--- src/rtl/pcileech_com_pkg.sv ---
// Shared definitions for the 32-bit com stream framing.
// Resync magic dword and the tx/rx lockstep state encoding.
package pcileech_com_pkg;

  localparam logic [31:0] COM_MAGIC_RESYNC = 32'h66665555;

  typedef enum logic [1:0] {
    IDLE,
    SYNC1,
    HI,
    LO
  } com_tx_state_t;

endpackage

--- src/rtl/pcileech_com_tx64to32.sv ---
// 64->32 serializer: upper dword first, resync preamble on start/idle/request.
// Ports: clk, rst_n, din/din_valid/din_ready, dout/dout_valid/dout_ready, resync_req, busy, tx_dword_cnt.
module pcileech_com_tx64to32
  import pcileech_com_pkg::*;
#(
  parameter logic [31:0] MAGIC              = COM_MAGIC_RESYNC,
  parameter int          RESYNC_IDLE_CYCLES = 64
) (
  input  logic        clk,
  input  logic        rst_n,
  input  logic [63:0] din,
  input  logic        din_valid,
  output logic        din_ready,
  output logic [31:0] dout,
  output logic        dout_valid,
  input  logic        dout_ready,
  input  logic        resync_req,
  output logic        busy,
  output logic [31:0] tx_dword_cnt
);

  localparam logic [15:0] IDLE_MAX  = 16'(RESYNC_IDLE_CYCLES);
  localparam logic [15:0] IDLE_LAST = 16'(RESYNC_IDLE_CYCLES - 1);

  com_tx_state_t state, state_nxt;
  logic [63:0]   hold;
  logic          hold_full;
  logic          sync_pending;
  logic [15:0]   idle_cnt;

  logic [31:0]   dout_nxt;
  logic          dval_nxt;
  logic          sync_clr;
  logic          hold_free;
  logic          advance;
  logic          accept;
  logic          dout_hs;
  logic          idle_hit;

  assign advance   = ~dout_valid | dout_ready;
  assign din_ready = ~hold_full | ((state == LO) & advance);
  assign accept    = din_valid & din_ready;
  assign dout_hs   = dout_valid & dout_ready;
  assign busy      = hold_full | dout_valid;
  // Fires on the idle cycle that brings the counter up to the limit.
  assign idle_hit  = ~busy & (idle_cnt == IDLE_LAST);

  always_comb begin
    state_nxt = state;
    dout_nxt  = dout;
    dval_nxt  = dout_valid;
    sync_clr  = 1'b0;
    hold_free = 1'b0;
    if (advance) begin
      unique case (state)
        IDLE: begin
          if (hold_full) begin
            dval_nxt = 1'b1;
            if (sync_pending) begin
              dout_nxt  = MAGIC;
              state_nxt = SYNC1;
            end else begin
              dout_nxt  = hold[63:32];
              state_nxt = LO;
            end
          end else begin
            dval_nxt = 1'b0;
          end
        end
        SYNC1: begin
          dout_nxt  = MAGIC;
          dval_nxt  = 1'b1;
          sync_clr  = 1'b1;
          state_nxt = HI;
        end
        HI: begin
          dout_nxt  = hold[63:32];
          dval_nxt  = 1'b1;
          state_nxt = LO;
        end
        LO: begin
          dout_nxt  = hold[31:0];
          dval_nxt  = 1'b1;
          hold_free = 1'b1;
          state_nxt = IDLE;
        end
      endcase
    end
  end

  always_ff @(posedge clk or negedge rst_n) begin
    if (!rst_n) begin
      state      <= IDLE;
      dout       <= '0;
      dout_valid <= 1'b0;
    end else begin
      state      <= state_nxt;
      dout       <= dout_nxt;
      dout_valid <= dval_nxt;
    end
  end

  // A word taken during the LO load keeps the hold register full.
  always_ff @(posedge clk or negedge rst_n) begin
    if (!rst_n) begin
      hold      <= '0;
      hold_full <= 1'b0;
    end else begin
      if (accept) hold <= din;
      if (accept) hold_full <= 1'b1;
      else if (hold_free) hold_full <= 1'b0;
    end
  end

  // Set beats clear so a request during SYNC1 still covers the next word.
  always_ff @(posedge clk or negedge rst_n) begin
    if (!rst_n) sync_pending <= 1'b1;
    else if (resync_req | idle_hit) sync_pending <= 1'b1;
    else if (sync_clr) sync_pending <= 1'b0;
  end

  always_ff @(posedge clk or negedge rst_n) begin
    if (!rst_n) idle_cnt <= '0;
    else if (busy) idle_cnt <= '0;
    else if (idle_cnt != IDLE_MAX) idle_cnt <= idle_cnt + 16'd1;
  end

  always_ff @(posedge clk or negedge rst_n) begin
    if (!rst_n) tx_dword_cnt <= '0;
    else if (dout_hs) tx_dword_cnt <= tx_dword_cnt + 32'd1;
  end

endmodule

--- config.mk ---
export PLATFORM = sky130hd
export DESIGN_NAME = pcileech_com_tx64to32
export DESIGN_NICKNAME = d
export VERILOG_FILES = /design/src/rtl/pcileech_com_pkg.sv /design/src/rtl/pcileech_com_tx64to32.sv
export SDC_FILE = /design/constraint.sdc
export NUM_CORES = 1
export LEC_CHECK = 0
export CORE_MARGIN = 2
export CORE_UTILIZATION = 48
export CTS_BUF_LIST = sky130_fd_sc_hd__clkbuf_8
export DETAILED_ROUTE_END_ITERATION = 10
export GPL_TIMING_DRIVEN = 0
export PLACE_DENSITY_LB_ADDON = 0.25
export SLEW_MARGIN = 20
export SYNTH_ARGS = -nofsm -noshare
export SYNTH_HDL_FRONTEND = slang
export SYNTH_SLANG_ARGS = --single-unit
export TNS_END_PERCENT = 10
--- constraint.sdc ---
create_clock -name clk -period 1.6 [get_ports clk]
set_input_delay 0.32 -clock clk [delete_from_list [all_inputs] [get_ports clk]]
set_output_delay 0.32 -clock clk [all_outputs]
set_load 0.02 [all_outputs]
### Word-level counts from Yosys, hierarchy flattened

Cells that the tools add are included.

* bits in registers: 149
* bits of input ports: 69
* word-level logic and storage cells: 51
* output and inout port bits: 67

* mux-type cells: 18
* reduce and logical (&&, ||, !) cells: 6
* eq/ne operators: 6
* $add $sub $neg: 2
* bitwise logic cells: 11

Operators by type and width (count)
* case mux 32 bit (4 select lines): 1
* two-way mux 32 bit: 2
* adder 32 x 1 -> 32 bit (second input constant): 1
* two-way mux 16 bit: 2
* adder 16 x 1 -> 16 bit (second input constant): 1
* equality test 16 x 6 -> 1 bit (second input constant): 1
* != test 16 x 7 -> 1 bit (second input constant): 1
* two-way mux 1 bit: 9
* case mux 2 bit (4 select lines): 1
* nonzero test 2 bit: 3
* AND 1 bit: 4
* equality test 2 bit (second input constant): 2
* two-way mux 2 bit: 2
* bitwise OR 1 bit: 4
* inverter 1 bit: 3
* OR reduction 3 bit: 1
* equality test 2 x 1 -> 1 bit (second input constant): 1
* zero test 2 bit: 1
* != test 2 bit (second input constant): 1
* case mux 1 bit (2 select lines): 1
* AND reduction 2 bit: 1

### Logic depth before layout (Yosys ltp)

Gate-level depths: netlist of run 1.

* depth after elaboration: 6
* depth in mapped cells: 8
* depth with buffers taken out: 6

### Worst setup path before layout of run 1

Ideal clock, no wire load.

* path type: flip-flop to flip-flop
* start: register state[0]
* end: register dout[26]
* period minus slack after synthesis: 1774 ps
* cell stages (with the launch flop): 9
* path slack: -174 ps
* arrival: 1640 ps
* data required time: 1466 ps
* buffers on the path: 2
* library setup time: 134 ps
* cells stage by stage: dfrtp_1 inv_1 ha_1 or2_2 clkbuf_1 buf_2 a221o_1 o21ai_0 o21ai_0

* word-level cells in the longest chain between the ends: 3
* elaborated cells between the ends (all ways): 7
* those cells by class: eq/ne: 4; mux: 1; reduce/logical: 2

RTL lines
* start, declared: line pcileech_com_tx64to32.sv:25 `com_tx_state_t state, state_nxt;`
* start signal, assigned: line pcileech_com_tx64to32.sv:97 `state <= state_nxt;`
* zero test 2 bit: line pcileech_com_tx64to32.sv:55 `unique case (state)`
* != test 2 bit (no source line)
* AND reduction 2 bit (no source line)
* end signal, assigned: line pcileech_com_tx64to32.sv:98 `dout <= dout_nxt;`
* end, declared: line pcileech_com_tx64to32.sv:14 `output logic [31:0] dout,`

Several ways; a longest one is shown, not always the timed one.
A chain may end at the register's enable or synchronous reset.

### Worst setup path in the final report of run 1

* start: register state[1]
* end: output port din_ready

* word-level cells in the longest chain between the ends: 3

RTL lines
* equality test 2 bit: line pcileech_com_tx64to32.sv:41 `assign din_ready = ~hold_full | ((state == LO) & advance);`
* AND 1 bit: line pcileech_com_tx64to32.sv:41
* bitwise OR 1 bit: line pcileech_com_tx64to32.sv:41
* end, declared: line pcileech_com_tx64to32.sv:13 `output logic din_ready,`

No other way between the ends.

==> flow_summary.json, run 1 <==
{
  "worst_slew_pin_slew_ps": 520,
  "hpwlAfterDp_um": 11400,
  "dp_slack_ps": -707,
  "vias_per_cell": 5.60,
  "core_area_um2": 13800,
  "synthArstFlopShare": 1.00,
  "ys_types": 52,
  "place_area_um2": 8460,
  "grt_max_degree": 100,
  "rows": 43,
  "leakagePower_nw": 4.47,
  "yosysMostFrequentCell": "dfrtp_1",
  "nFillCells": 1024,
  "min_period_ps": 1760,
  "power_frac_comb": 0.386,
  "cts_tree": "done",
  "clock.fmax_mhz": 567,
  "synth_common_cells": "148 x dfrtp_1, 60 x mux2_1, 50 x o21ai_0",
  "grt.total_usage": 0.230,
  "synth-edff-count": 0,
  "synth_xor_area_frac": 0.0559,
  "die_y_um": 122,
  "power_frac_clock": 0.212,
  "synthSimpleGateAreaFrac": 0.137,
  "yosysSeqAreaShare": 0.554,
  "syn_nets": 648,
  "synthMuxAreaShare": 0.110,
  "routedWlPerCell_um": 18.9,
  "die_area_um2": 15000,
  "yosysWarnings": 0,
  "final_cell_area_um2": 9530,
  "clock-sinks": 149,
  "grt_pass1_wl_um": 26200,
  "worst_ep_required_time_ps": 1280,
  "synth_ff_type": "dfrtp_1",
  "first_pass_iters": 4,
  "hold_viol_final": 0,
  "slew_violations": 0,
  "initial_core_util": 0.489,
  "yosys.area.top_type_share": 0.550,
  "status": "finished with violations",
  "overflow": 0,
  "p_int_mw": 9.97,
  "synth_top_family_by_area": "simple AND/OR/NAND/NOR gates",
  "synth_compound_area_frac": 0.101,
  "htree_levels": 4,
  "sw_frac_of_total": 0.338,
  "regArea_um2": 3750,
  "ys_ff_latch": 149,
  "worstPathMaxFanout": 3,
  "arrival_ps": 1440,
  "drtAntennaViolNets": 0,
  "criticalPathCategory": "flip-flop to output port",
  "syn_inst": 571,
  "max-cap-violations": 0,
  "multi_input_area_um2": 3180,
  "worstSkewPairLatency_ps": 460,
  "grt_pass1_vias": 5229,
  "synth_top_cell_by_area": "dfrtp_1",
  "port_buffers": 135,
  "setup_viol": 82,
  "rsz0062_at_grt": "yes",
  "ir_worst_vdd_mv": 1.23,
  "cts_buffers": 17,
  "io_pins": 136,
  "end_kind": "output port",
  "vias": 5255,
  "synth_area_per_cell_um2": 11.8,
  "layout_setup_ws_ps": -162,
  "antenna_cells": 0,
  "final_net_count": 825,
  "totalPowerFinal_mw": 15.0,
  "start_kind": "flip-flop",
  "synth.cell_area_um2": 6730,
  "violations": "setup timing",
  "synth_area_leaders": "dfrtp_1 55%, mux2_1 10%, o21ai_0 3.7%",
  "p_seq_frac": 0.402,
  "antenna_found_initial": 0,
  "drtIter0Drc": 451,
  "ctsRootBufferMaster": "clkbuf_8",
  "drcViolationCount": 0,
  "worstHoldPathType": "input port to asynchronous set/reset pin",
  "clock-skew-final_ps": 11.8,
  "clk_path_buf_depth": 2,
  "pwr_density_cell_nw_per_um2": 1580,
  "routed_wl_um": 17800,
  "synthAdderAreaFrac": 0.0149,
  "die_x_um": 122,
  "drive_above_1_share": 0.279,
  "finalCritPeriodShare": 1.10,
  "setup_tns_ps": -8610,
  "final_core_util": 0.692,
  "power_switching_mw": 5.08,
  "clk_pin_slew_ps": 80,
  "relSlewSlack": 0.653,
  "synthToLayoutAreaGrowth_pct": 41.6,
  "routabilityCongestion": 0.820
}
critical path: stages, from the launching register on:
cell and delay [ps]:
dfrtp_1 440, ha_4 190, a21o_4 210, buf_6 130
through the flow:
| step | hold WS [ps] | cells |
|---|---|---|
| 6_report | 356 | 939 |
| 2_1_floorplan | 24.4 | 571 |
| 5_1_grt | 362 | 939 |
| 4_1_cts | 349 | 923 |
| 3_5_place_dp | 254 | 887 |
| 3_3_place_gp | 464 | 886 |
worst paths after layout:
| check | from | endpoint | slack [ps] | cells after the start |
|---|---|---|---|---|
| setup / recovery | state[1]$_DFFE_PN0P_ | din_ready | -160 | 3 |
| hold / removal | rst_n | tx_dword_cnt[17]$_DFFE_PN0P_ | 360 | 2 |
| setup reg to reg | state[1]$_DFFE_PN0P_ | hold[39]$_DFFE_PN0P_ | -140 | 6 |
| hold reg to reg | tx_dword_cnt[31]$_DFFE_PN0P_ | tx_dword_cnt[31]$_DFFE_PN0P_ | 480 | 1 |
| max in group asynchronous | rst_n | state[0]$_DFFE_PN0P_ | 400 | 3 |
| min in group clk | din[22] | hold[22]$_DFFE_PN0P_ | 440 | 2 |
kinds of logic (layout without fill, tap and decap cells):
| logic type | Yosys count | after routing |
|---|---|---|
| compound gates | 109 | 109 |
| xor+xnor | 43 | 43 |
| fa+ha+maj | 8 | 8 |
| buf+inv | 39 | 226 |
| flops | 149 | 149 |
| mux | 66 | 66 |
| simple gates | 157 | 158 |
layout by cell type (no fill, tap or decap), types with 21 or more instances in the layout:
| master | instances |
|---|---|
| mux2_4 | 56 |
| nor2_1 | 34 |
| nand2_1 | 44 |
| clkdlybuf4s50_1 | 67 |
| clkbuf_8 | 24 |
| xnor2_1 | 26 |
| buf_4 | 23 |
| o21ai_0 | 21 |
| dfrtp_1 | 134 |
| dlygate4sd2_1 | 43 |
| o21ai_1 | 31 |
sequential cells by signal, indices dropped and copies added, names as in the netlist:
register,count
hold,64
dout,32
tx_dword_cnt,32
idle_cnt,16
state,2
dout_valid,1
hold_full,1
sync_pending,1
power by group through the flow:
| stage | Sequential (mW) | Clock [mW] | Combinational, mW |
|---|---|---|---|
| 3_5_place_dp | 6.03 | 0 | 4.80 |
| 3_3_place_gp | 5.96 | 0 | 4.66 |
| 5_1_grt | 6.19 | 3.40 | 6.20 |
| 4_1_cts | 5.98 | 3.24 | 5.02 |
| 6_report | 6.05 | 3.19 | 5.81 |
| 2_1_floorplan | 6.31 | 0 | 2.49 |
layout make-up:
cell class                 instances  share of cell area
buffer                            28              0.0354
clock buffer                      20              0.0289
clock inverter                    10              0.0164
inverter                           7             0.00276
multi-input combinational        384               0.334
sequential                       149               0.393
tap                              180              0.0236
timing repair buffer             161               0.166
per-layer routing:
metal	track usage	up-vias	part of all wire
met5	0	-	0
met4	0.0941	0	0.021
met3	0.0730	33	0.054
met2	0.375	142	0.50
met1	0.283	2688	0.43
li1	-	2392	-
what timing repair did:
item | 4_1_cts | 5_1_grt
pin swaps | 10 | 15
resized for setup | 174 | 112
setup buffers | 9 | 11
endpoints found under the setup margin | 183 | 141
endpoints found under the hold margin | 50 | 0
gates cloned | 0 | 5
hold buffers | 1 | 0
Power figures use the tool's default switching activity.
==> inputs of run 2 (changes only) <==
- REMOVE_ABC_BUFFERS: not set -> 1
- SETUP_SLACK_MARGIN: not set -> 0.4
==> flow_summary.json, run 2 (same netlist as run 1, synthesis figures left out) <==
{
  "layout_setup_ws_ps": -305,
  "cpPeakStageDelay_ps": 430,
  "reg_top3": "hold x64, dout x32, tx_dword_cnt x32",
  "setup_viol": 114,
  "vias_per_cell": 5.63,
  "end_kind": "output port",
  "multi_input_area_um2": 3210,
  "place_area_um2": 8300,
  "grt_max_degree": 83,
  "synthToLayoutAreaGrowth_pct": 43.6,
  "clock.fmax_mhz": 525,
  "cts_buffers": 17,
  "drtAntennaViolNets": 0,
  "die_y_um": 122,
  "path_cells": "ha_4 > buf_16 > a21o_4 > buf_6",
  "cts_tree": "done",
  "start_kind": "flip-flop",
  "status": "finished with violations",
  "antenna_found_initial": 0,
  "final_net_count": 810,
  "regArea_um2": 3750,
  "final_cells": 926,
  "top_register": "hold",
  "die_x_um": 122,
  "min_period_ps": 1910,
  "core_area_um2": 13800,
  "final_cell_area_um2": 9670,
  "grt_pass1_wl_um": 27200,
  "dp_cells": 859,
  "drcViolationCount": 0,
  "grt.total_usage": 0.240,
  "criticalPathCategory": "flip-flop to output port",
  "final_cell_mix": "135 x dfrtp_1, 66 x clkdlybuf4s50_1, 62 x buf_6",
  "hpwlAfterDp_um": 10200,
  "initial_core_util": 0.489,
  "leakagePower_nw": 4.44,
  "first_pass_iters": 6,
  "nFillCells": 978,
  "relSlewSlack": 0.553,
  "critical_path.top_delay_family": "flip-flops",
  "final_common_cell": "dfrtp_1",
  "slew_violations": 0,
  "routed_wl_um": 18500,
  "htree_levels": 4,
  "setup_tns_ps": -18870,
  "crit_path_top_delay_cell": "dfrtp_1",
  "arrival_ps": 1590,
  "worstPathMaxFanout": 3,
  "die_area_um2": 15000,
  "routedWlPerCell_um": 20.0,
  "overflow": 0,
  "port_buffers": 135,
  "hold_slack_ps": -165,
  "rows": 43,
  "ctsRootBufferMaster": "clkbuf_8",
  "path_buf_inv": 2,
  "pwr_density_cell_nw_per_um2": 1630,
  "rsz0062_at_grt": "yes",
  "clock-sinks": 149,
  "worstHoldPathType": "input port to asynchronous set/reset pin",
  "vias": 5213,
  "max-cap-violations": 0,
  "finalCritPeriodShare": 1.19,
  "drive_above_1_share": 0.330,
  "clk_path_buf_depth": 2,
  "worst_ep_required_time_ps": 1280,
  "hold_viol_final": 80,
  "antenna_cells": 0,
  "drtIter0Drc": 383,
  "io_pins": 136,
  "clk_pin_slew_ps": 80,
  "largest_register_ffs": 64,
  "routabilityCongestion": 0.776,
  "final_core_util": 0.702,
  "violations": "hold timing, setup timing",
  "grt_pass1_vias": 5214,
  "worst_slew_pin_slew_ps": 666,
  "worstSkewPairLatency_ps": 460,
  "clock-skew-final_ps": 11.6,
  "ir_worst_vdd_mv": 0.888
}
[run 2: stage by stage]
stage                     power [mW]  setup slack [ps]
after floorplan                 8.44             -1060
after global placement          10.1             -5600
after detailed placement        10.6             -1010
after CTS                       15.0              -332
after global routing            16.5              -355
final                           15.8              -305
[run 2: per-layer routing]
layer  part of all wire  GRT usage  vias up  wire length [um]
met3              0.071     0.0674       32              1310
met4              0.021     0.0898        0               391
li1                   -          -     2368                 -
met5                  0          0        -                 0
met1               0.43      0.314     2630              7940
met2               0.48      0.382      183              8850
[run 2: power breakdown]
group | internal, mW | switching, mW | leakage (nW)
combinational | 3.58 | 2.89 | 2.33
sequential | 5.06 | 1.03 | 1.87
clock | 1.80 | 1.39 | 0.234
total | 10.4 | 5.31 | 4.44
[run 2: path summary, 6_finish.rpt]
path / slack, ps / endpoint / depth (start not counted) / start
min in group clk: 280 / tx_dword_cnt[0]$_DFFE_PN0P_ / 3 / dout_ready
worst max register to register: -230 / hold[14]$_DFFE_PN0P_ / 6 / state[1]$_DFFE_PN0P_
worst max-delay path: -310 / din_ready / 4 / state[1]$_DFFE_PN0P_
worst min register to register: 500 / tx_dword_cnt[31]$_DFFE_PN0P_ / 1 / tx_dword_cnt[31]$_DFFE_PN0P_
worst min-delay path: -170 / hold[44]$_DFFE_PN0P_ / 1 / rst_n
max in group asynchronous: 980 / tx_dword_cnt[13]$_DFFE_PN0P_ / 2 / rst_n
[run 2: what timing repair did]
item | CTS | global route
pin swaps | 20 | 11
buffers inserted | 21 | 1
cloned | 8 | 5
gates resized for setup | 423 | 97
endpoints found under the setup margin | 209 | 210
hold endpoints to repair | 80 | 80
[run 2: area by class of cell]
class,count,share of cell area
clock buffers,20,0.0285
clock inverters,12,0.0167
inverters,7,0.00375
flip-flops and latches,149,0.387
multi-input cells,385,0.332
repair buffers,173,0.208
well taps,180,0.0233
==> inputs of run 3 (changes only) <==
- CAP_MARGIN: not set -> 20
==> results of run 3 <==
The final DEF is identical to that of run 2; final timing and power are the same.
